[config.mk]
export PLATFORM = sky130hd
export DESIGN_NAME = serdes_encrypt_scheduler
export DESIGN_NICKNAME = d
export VERILOG_FILES = /design/src/rtl/serdes_encrypt_scheduler.sv
export SDC_FILE = /design/constraint.sdc
export NUM_CORES = 1
export LEC_CHECK = 0
export CORE_ASPECT_RATIO = 0.9
export CORE_UTILIZATION = 52
export DETAILED_ROUTE_END_ITERATION = 8
export MAX_ROUTING_LAYER = met4
export PLACE_DENSITY = 0.85
export SETUP_SLACK_MARGIN = 0.15
export SYNTH_ARGS = -nofsm -noshare
export SYNTH_HDL_FRONTEND = slang
export SYNTH_SLANG_ARGS = --single-unit
[constraint.sdc]
create_clock -name clk -period 5 [get_ports clk]
set_input_delay 0.5 -clock clk [delete_from_list [all_inputs] [get_ports clk]]
set_output_delay 0.5 -clock clk [all_outputs]
set_load 0.02 [all_outputs]
[src/rtl/serdes_encrypt_scheduler.sv]
// -----------------------------------------------------------------------------
// serdes_encrypt_scheduler
//
// Purpose: arbitrates between two requester channels and runs one fixed-latency
// frame at a time through a bit-serial encryptor core. Each frame is 20 cycles:
//   t0      START : ack[winner] and core_start pulse
//   t1..t8  SHIFT : operand bytes are sent MSB first on core_a_bit/core_b_bit
//   t9,t10  ENC   : serial operand lines are held at 0 while the core works
//   t11..t18 CAPT : core_cipher is shifted in (first sample ends up in bit 7);
//                   core_done is sampled only at t18
//   t19     RESP  : rsp_valid pulse with rsp_ch/rsp_data/rsp_err
// The scheduler is back in IDLE at t20, so grants are at least 21 cycles apart.
//
// Handshake: req[i] is a level that the requester holds (with stable operands)
// until it sees ack[i]; the scheduler samples req only in IDLE, so a request
// dropped before that sample is ignored and changes while busy have no effect.
// ack is a one-cycle one-hot pulse. rsp_valid is a one-cycle pulse with no
// backpressure; rsp_ch/rsp_data/rsp_err hold until the next response.
//
// Configuration macro: SCHED_FIXED_PRIO_EN
//   undefined : round-robin; the last-grant pointer resets to channel 1 so
//               channel 0 wins the first contention.
//   defined   : channel 0 always wins contention; no pointer is kept.
//
// Ports:
//   clk, rst_n                       clock (rising edge), async active-low reset
//   req[NCH]                         per-channel request level
//   a_byte0, b_byte0, a_byte1, b_byte1  channel operand bytes
//   ack[NCH]                         one-hot grant pulse
//   core_start, core_a_bit, core_b_bit  registered strobes/bits to the core
//   core_cipher, core_done           serial cipher and done flag from the core
//   rsp_valid, rsp_ch, rsp_data, rsp_err  response to the requester side
//   busy                             high whenever the FSM is not IDLE
//   dbg_state                        current FSM state encoding
// -----------------------------------------------------------------------------
module serdes_encrypt_scheduler #(
  parameter int NCH = 2
) (
  input  logic           clk,
  input  logic           rst_n,
  input  logic [NCH-1:0] req,
  input  logic [7:0]     a_byte0,
  input  logic [7:0]     b_byte0,
  input  logic [7:0]     a_byte1,
  input  logic [7:0]     b_byte1,
  output logic [NCH-1:0] ack,
  output logic           core_start,
  output logic           core_a_bit,
  output logic           core_b_bit,
  input  logic           core_cipher,
  input  logic           core_done,
  output logic           rsp_valid,
  output logic           rsp_ch,
  output logic [7:0]     rsp_data,
  output logic           rsp_err,
  output logic           busy,
  output logic [2:0]     dbg_state
);

  typedef enum logic [2:0] {
    S_IDLE  = 3'd0,
    S_START = 3'd1,
    S_SHIFT = 3'd2,
    S_ENC   = 3'd3,
    S_CAPT  = 3'd4,
    S_RESP  = 3'd5
  } state_t;

  state_t     state;
  state_t     next_state;
  logic [2:0] cnt;      // cycle index within SHIFT / ENC / CAPT
  logic       win;      // arbitration winner for this IDLE cycle
  logic       ch_lat;   // channel of the frame in flight
  logic [7:0] a_sh;
  logic [7:0] b_sh;
  logic [6:0] cap_sh;   // first seven cipher samples; the eighth goes straight to rsp_data
  logic       grant;

  assign grant = (state == S_IDLE) && (|req);

  // ---------------------------------------------------------------------------
  // Arbitration
  // ---------------------------------------------------------------------------
`ifdef SCHED_FIXED_PRIO_EN
  always_comb begin
    win = req[0] ? 1'b0 : 1'b1;
  end
`else
  logic last;  // channel granted most recently

  always_comb begin
    if (req[0] && req[1]) win = ~last;
    else                  win = req[1];
  end

  always_ff @(posedge clk or negedge rst_n) begin
    if (!rst_n)     last <= 1'b1;
    else if (grant) last <= win;
  end
`endif

  // ---------------------------------------------------------------------------
  // FSM: state register
  // ---------------------------------------------------------------------------
  always_ff @(posedge clk or negedge rst_n) begin
    if (!rst_n) begin
      state <= S_IDLE;
      cnt   <= 3'd0;
    end else begin
      state <= next_state;
      if ((next_state != state) || (state == S_IDLE)) cnt <= 3'd0;
      else                                            cnt <= cnt + 3'd1;
    end
  end

  // ---------------------------------------------------------------------------
  // FSM: next-state logic
  // ---------------------------------------------------------------------------
  always_comb begin
    next_state = state;
    case (state)
      S_IDLE:  if (|req)        next_state = S_START;
      S_START:                  next_state = S_SHIFT;
      S_SHIFT: if (cnt == 3'd7) next_state = S_ENC;
      S_ENC:   if (cnt == 3'd1) next_state = S_CAPT;
      S_CAPT:  if (cnt == 3'd7) next_state = S_RESP;
      S_RESP:                   next_state = S_IDLE;
      default:                  next_state = S_IDLE;
    endcase
  end

  // ---------------------------------------------------------------------------
  // FSM: decoded outputs
  // ---------------------------------------------------------------------------
  always_comb begin
    ack = '0;
    if (state == S_START) ack[ch_lat] = 1'b1;
    rsp_valid = (state == S_RESP);
    busy      = (state != S_IDLE);
    dbg_state = state;
  end

  // ---------------------------------------------------------------------------
  // Datapath. The core-facing outputs are registered off next_state so they
  // line up with the state they belong to.
  // ---------------------------------------------------------------------------
  always_ff @(posedge clk or negedge rst_n) begin
    if (!rst_n) begin
      ch_lat     <= 1'b0;
      a_sh       <= 8'd0;
      b_sh       <= 8'd0;
      cap_sh     <= 7'd0;
      core_start <= 1'b0;
      core_a_bit <= 1'b0;
      core_b_bit <= 1'b0;
      rsp_ch     <= 1'b0;
      rsp_data   <= 8'd0;
      rsp_err    <= 1'b0;
    end else begin
      core_start <= (next_state == S_START);

      if (grant) begin
        ch_lat <= win;
        a_sh   <= win ? a_byte1 : a_byte0;
        b_sh   <= win ? b_byte1 : b_byte0;
      end else if (next_state == S_SHIFT) begin
        a_sh <= {a_sh[6:0], 1'b0};
        b_sh <= {b_sh[6:0], 1'b0};
      end

      if (next_state == S_SHIFT) begin
        core_a_bit <= a_sh[7];
        core_b_bit <= b_sh[7];
      end else begin
        core_a_bit <= 1'b0;
        core_b_bit <= 1'b0;
      end

      if (state == S_CAPT) begin
        cap_sh <= {cap_sh[5:0], core_cipher};
        // t18: last cipher bit and the only cycle core_done is trusted
        if (cnt == 3'd7) begin
          rsp_data <= {cap_sh, core_cipher};
          rsp_err  <= ~core_done;
          rsp_ch   <= ch_lat;
        end
      end
    end
  end

endmodule
# Word-level counts from Yosys, hierarchy flattened
# Index checks and enable logic that the tools add are counted.
[totals] output_inout_bits=20 inputBits=38 regBits=44 word_cells=55
[op_classes] reduce_logical=9 addsub=1 n_eq_ne=10 mux=18 magnitude_cmp=2 bitwise=2
[ops] cell="2-to-1 mux 8 bit" n=6
[ops] cell="2-to-1 mux 3 bit" n=5
[ops] cell="one-hot mux 3 bit (5 select lines)" n=1
[ops] cell="equality test 3 x 1 -> 1 bit (second input constant)" n=3
[ops] cell="equality test 3 x 2 -> 1 bit (second input constant)" n=3
[ops] cell="equality test 3 bit (second input constant)" n=3
[ops] cell="2-to-1 mux 1 bit" n=4
[ops] cell="adder 3 x 1 -> 3 bit (second input constant)" n=1
[ops] cell="logical AND 1 bit" n=3
[ops] cell="logical NOT 3 bit" n=1
[ops] cell="inequality test 3 bit" n=1
[ops] cell="nonzero test 3 bit" n=1
[ops] cell="less-than comparator 1 x 2 -> 1 bit (second input constant)" n=1
[ops] cell="2-to-1 mux 2 bit" n=1
[ops] cell="NOT 1 bit" n=2
[ops] cell="AND reduction 2 bit" n=1
[ops] cell="nonzero test 2 bit" n=1
[ops] cell="OR reduction 2 bit" n=1
[ops] cell="demux 1 bit (select 1 bit)" n=1
[ops] cell="greater-or-equal comparator 1 bit (second input constant)" n=1
[ops] cell="logical OR 1 bit" n=1

# Longest topological paths before layout
[depth] ltp_word=6 depth_mapped=7 depth_no_buf=6

# Worst setup path before layout
# Ideal clock, no wire load.
[synth_path] path_type="reg2out" from="reg state[0] (netlist: dbg_state[0])" to="out ack[1]" setup_slack_ns=3.060 arrival_time_ns=1.440 n_path_buf=1 stages_incl_launch_ff=4 required_time_ns=4.500 cell_sequence="dfrtp_1 -> buf_4 -> or2b_1 -> nor3b_1"
[synth_between] elab_chain_cells=2
[synth_rtl] item="start: declaration" line="69" rtl="state_t state;"
[synth_rtl] item="start signal: assignment" line="110" rtl="state <= next_state;"
[synth_rtl] item="equality test 3 x 1 -> 1 bit" line="137" rtl="if (state == S_START) ack[ch_lat] = 1'b1;"
[synth_rtl] item="2-to-1 mux 2 bit" line="137"
[synth_rtl] item="end: declaration" line="46" rtl="output logic [NCH-1:0] ack,"
# No other way between the ends.

# Worst setup path in the final report
# Ends and elaborated chain as after synthesis.

==> impl_metrics.py <==
metrics = {
    "outcome": {
        "status": "finished with violations",
        "violations": "DRC",
    },
    "timing": {
        "drv_slew": 0,
        "tightest_slew_ns": 0.937,
        "setup_viol": 0,
        "fin_crit_ns": 2.51,
        "skew_ns": 0.00651,
        "tns_ns": 0,
        "relSlewSlack": 0.375,
        "rsz0062_at_grt": "no",
        "period_share": 0.502,
        "max_freq_mhz": 399,
        "hold_violations": 0,
    },
    "drt": {
        "wirelength_mm": 4.77,
        "drcViolationCount": 4,
        "viasPerCell": 5.66,
        "routedWlPerCell_um": 16.2,
        "drt_first_pass_iters": 6,
        "vias": 1664,
        "ant_nets": 0,
        "drt-initial-drc-count": 143,
    },
    "yosys": {
        "yosys_most_used_dff": "dfrtp_1",
        "synth_area_leaders": "dfrtp_1 49%, mux2_4 12%, a2bb2oi_1 5.5%, nand2_1 4.7%, o21ai_0 3.6%",
        "synth_top_area_frac": 0.486,
        "syn-instance-count": 192,
        "synth_warnings": 0,
        "yosysSeqAreaShare": 0.498,
        "synth_edf_count": 0,
        "avgSynthCellArea_sq_um": 11.5,
        "synth_seq_cells": 44,
        "async_flop_share": 1.00,
        "ys_types": 39,
        "synth_area_sq_um": 2210,
        "synth_top_cell_by_area": "dfrtp_1",
        "syn-num-nets": 233,
        "synth.most_common_cell": "dfrtp_1",
        "synth_common_cells": "43 x dfrtp_1, 28 x nand2_1, 17 x mux2_4, 16 x o21ai_0, 15 x a21oi_1",
    },
    "global_route": {
        "grt_pass1_wl_mm": 7.78,
        "grt_usage": 0.233,
        "grt_antenna_before_repair": 0,
        "grt_max_degree": 45,
        "grt_pass1_vias": 1585,
        "overflow": 0,
    },
    "clock_network": {
        "post_cts_buffers": 0,
        "clk_path_buf_depth": 2,
        "tritoncts": "built",
        "clk_pin_slew_worst_paths_ns": 0.08,
        "cts_resized": 0,
        "cts-root-buf": "clkbuf_8",
        "htree_levels": 2,
        "cts_made_buffers": 5,
        "insertion_delay_ns": 0.29,
        "cts_num_sinks": 44,
        "hold_buffers": 0,
    },
    "critical_path": {
        "startpoint_type": "register",
        "end_kind": "primary output",
        "crit_fanout": 8,
        "arrival_ns": 2.01,
        "cp.depth": 3,
        "startpoint": "dbg_state[0]",
        "r2r-start": "cnt[0]",
        "path_buf_inv": 1,
        "regToRegSetupSlack_ns": 2.75,
        "worstPathCellList": "or2b_1, nor3b_1, clkdlybuf4s50_1",
        "cp-endpoint": "ack[1]",
        "slowest_delay_ns": 0.64,
        "critPathTopFamily": "buffers and inverters",
        "r2r_cells": 6,
        "rr_endpoint": "a_sh[2]",
        "critPathKind": "register to primary output",
        "worstPathRequired_ns": 4.50,
        "crit_path_top_delay_cell": "clkdlybuf4s50_1",
    },
    "die": {
        "initial_core_util": 0.543,
        "fp.dieH_um": 63.9,
        "dieArea_sq_um": 4520,
        "die_w_um": 70.8,
        "ios": 58,
        "core_area_sq_um": 4070,
        "rows": 22,
    },
    "layout": {
        "area_growth_pct": 27.9,
        "fin_nets": 287,
        "drive_gt1_frac": 0.179,
        "diodes": 0,
        "final_util": 0.695,
        "n_fill_cell": 295,
        "fin_area_sq_um": 2830,
    },
    "worst_hold_path": {
        "min_path_type": "input pin to asynchronous set/reset pin",
    },
    "placement": {
        "place_area_sq_um": 2750,
        "gp_congestion": 0.766,
        "io_buffers": 57,
        "hpwl_mm": 3.25,
    },
    "pwr": {
        "leakage_uw": 0.00127,
        "powerDensity_nw_per_um2": 548,
        "irDropWorstVdd_mv": 0.341,
    },
    "job": {
        "maxCapViolCount": 0,
    },
}
## cells in the final DEF, fill, tap and decap left out, types with 2 or more instances in the layout
cell / count
clkdlybuf4s50_1: 56
dfrtp_1: 43
nand2_1: 28
mux2_4: 17
o21ai_0: 16
a21oi_1: 15
a2bb2oi_1: 14
nor2_1: 7
mux2_2: 6
clkbuf_8: 5
inv_1: 3
ha_1: 3
inv_2: 2
clkinv_2: 2
and2_1: 2
a21oi_2: 2
mux2i_1: 2
o22ai_1: 2
## registers in the layout, indices dropped and copies added (netlist names), 3 cells and up
signal,flops
cnt,3
cap_sh,7
dbg_state,3
a_sh,8
rsp_data,8
b_sh,8
## where the power goes
group / total (uW) / leakage, uW / switching (uW) / internal (uW)
Combinational: 722 / 0.000701 / 330 / 392
Clock: 213 / 0.0000400 / 119 / 94.7
Sequential: 616 / 0.000533 / 118 / 498
Total: 1550 / 0.00127 / 567 / 985
## worst register-to-register path, cell delays in order (launching register included)
cell and delay [ns]:
dfrtp_1 0.41, ha_1 0.20, ha_1 0.21, nor2_1 0.20, nand2_1 0.17, a21oi_4 0.55
mux2_2 0.40
## worst min-delay path by stage
stage	slack, ns	to	cells past startpoint	startpoint
2_1_floorplan	0.20	a_sh[0]	0	rst_n
3_3_place_gp	0.45	cnt[0]	1	cnt[0]
3_5_place_dp	0.46	cnt[0]	1	cnt[0]
4_1_cts	0.38	core_start	1	rst_n
5_1_grt	0.42	core_start	1	rst_n
6_report	0.34	core_start	1	rst_n
## layer usage
layer  share of wire  GRT usage  vias to the layer above
met4           0.010     0.0800                        0
met5               0          -                        -
met1            0.44      0.300                      833
met3           0.033     0.0394                        6
met2            0.51      0.377                       36
li1                -          -                      789
## stage by stage
stage	power (uW)	setup slack, ns	cells	hold slack, ns
3_5_place_dp	1330	2.58	287	0.462
2_1_floorplan	1170	3.06	192	0.204
3_3_place_gp	1300	2.62	287	0.453
5_1_grt	1650	2.37	294	0.421
4_1_cts	1560	2.49	294	0.382
6_report	1550	2.49	294	0.345
## final cells by class
| cell class | count | area (sq um) | area share |
|---|---|---|---|
| multi-input combinational | 132 | 998 | 0.353 |
| tap | 48 | 60.1 | 0.0212 |
| clock inverter | 2 | 12.5 | 0.00442 |
| clock buffer | 5 | 68.8 | 0.0243 |
| inverter | 6 | 23.8 | 0.00840 |
| sequential | 44 | 1100 | 0.389 |
| timing repair buffer | 57 | 566 | 0.200 |
## kinds of logic (layout without fill, tap and decap cells)
logic type                 after synthesis  count (layout)  synth area share
and+or+nand+nor                         45              45            0.0984
AOI/OAI and AO/OA                       59              59             0.181
buffers and inverters                   16              70            0.0509
muxes                                   25              25             0.155
adders and majority gates                3               3            0.0170
DFF                                     44              44             0.498
Power figures use the tool's default switching activity.
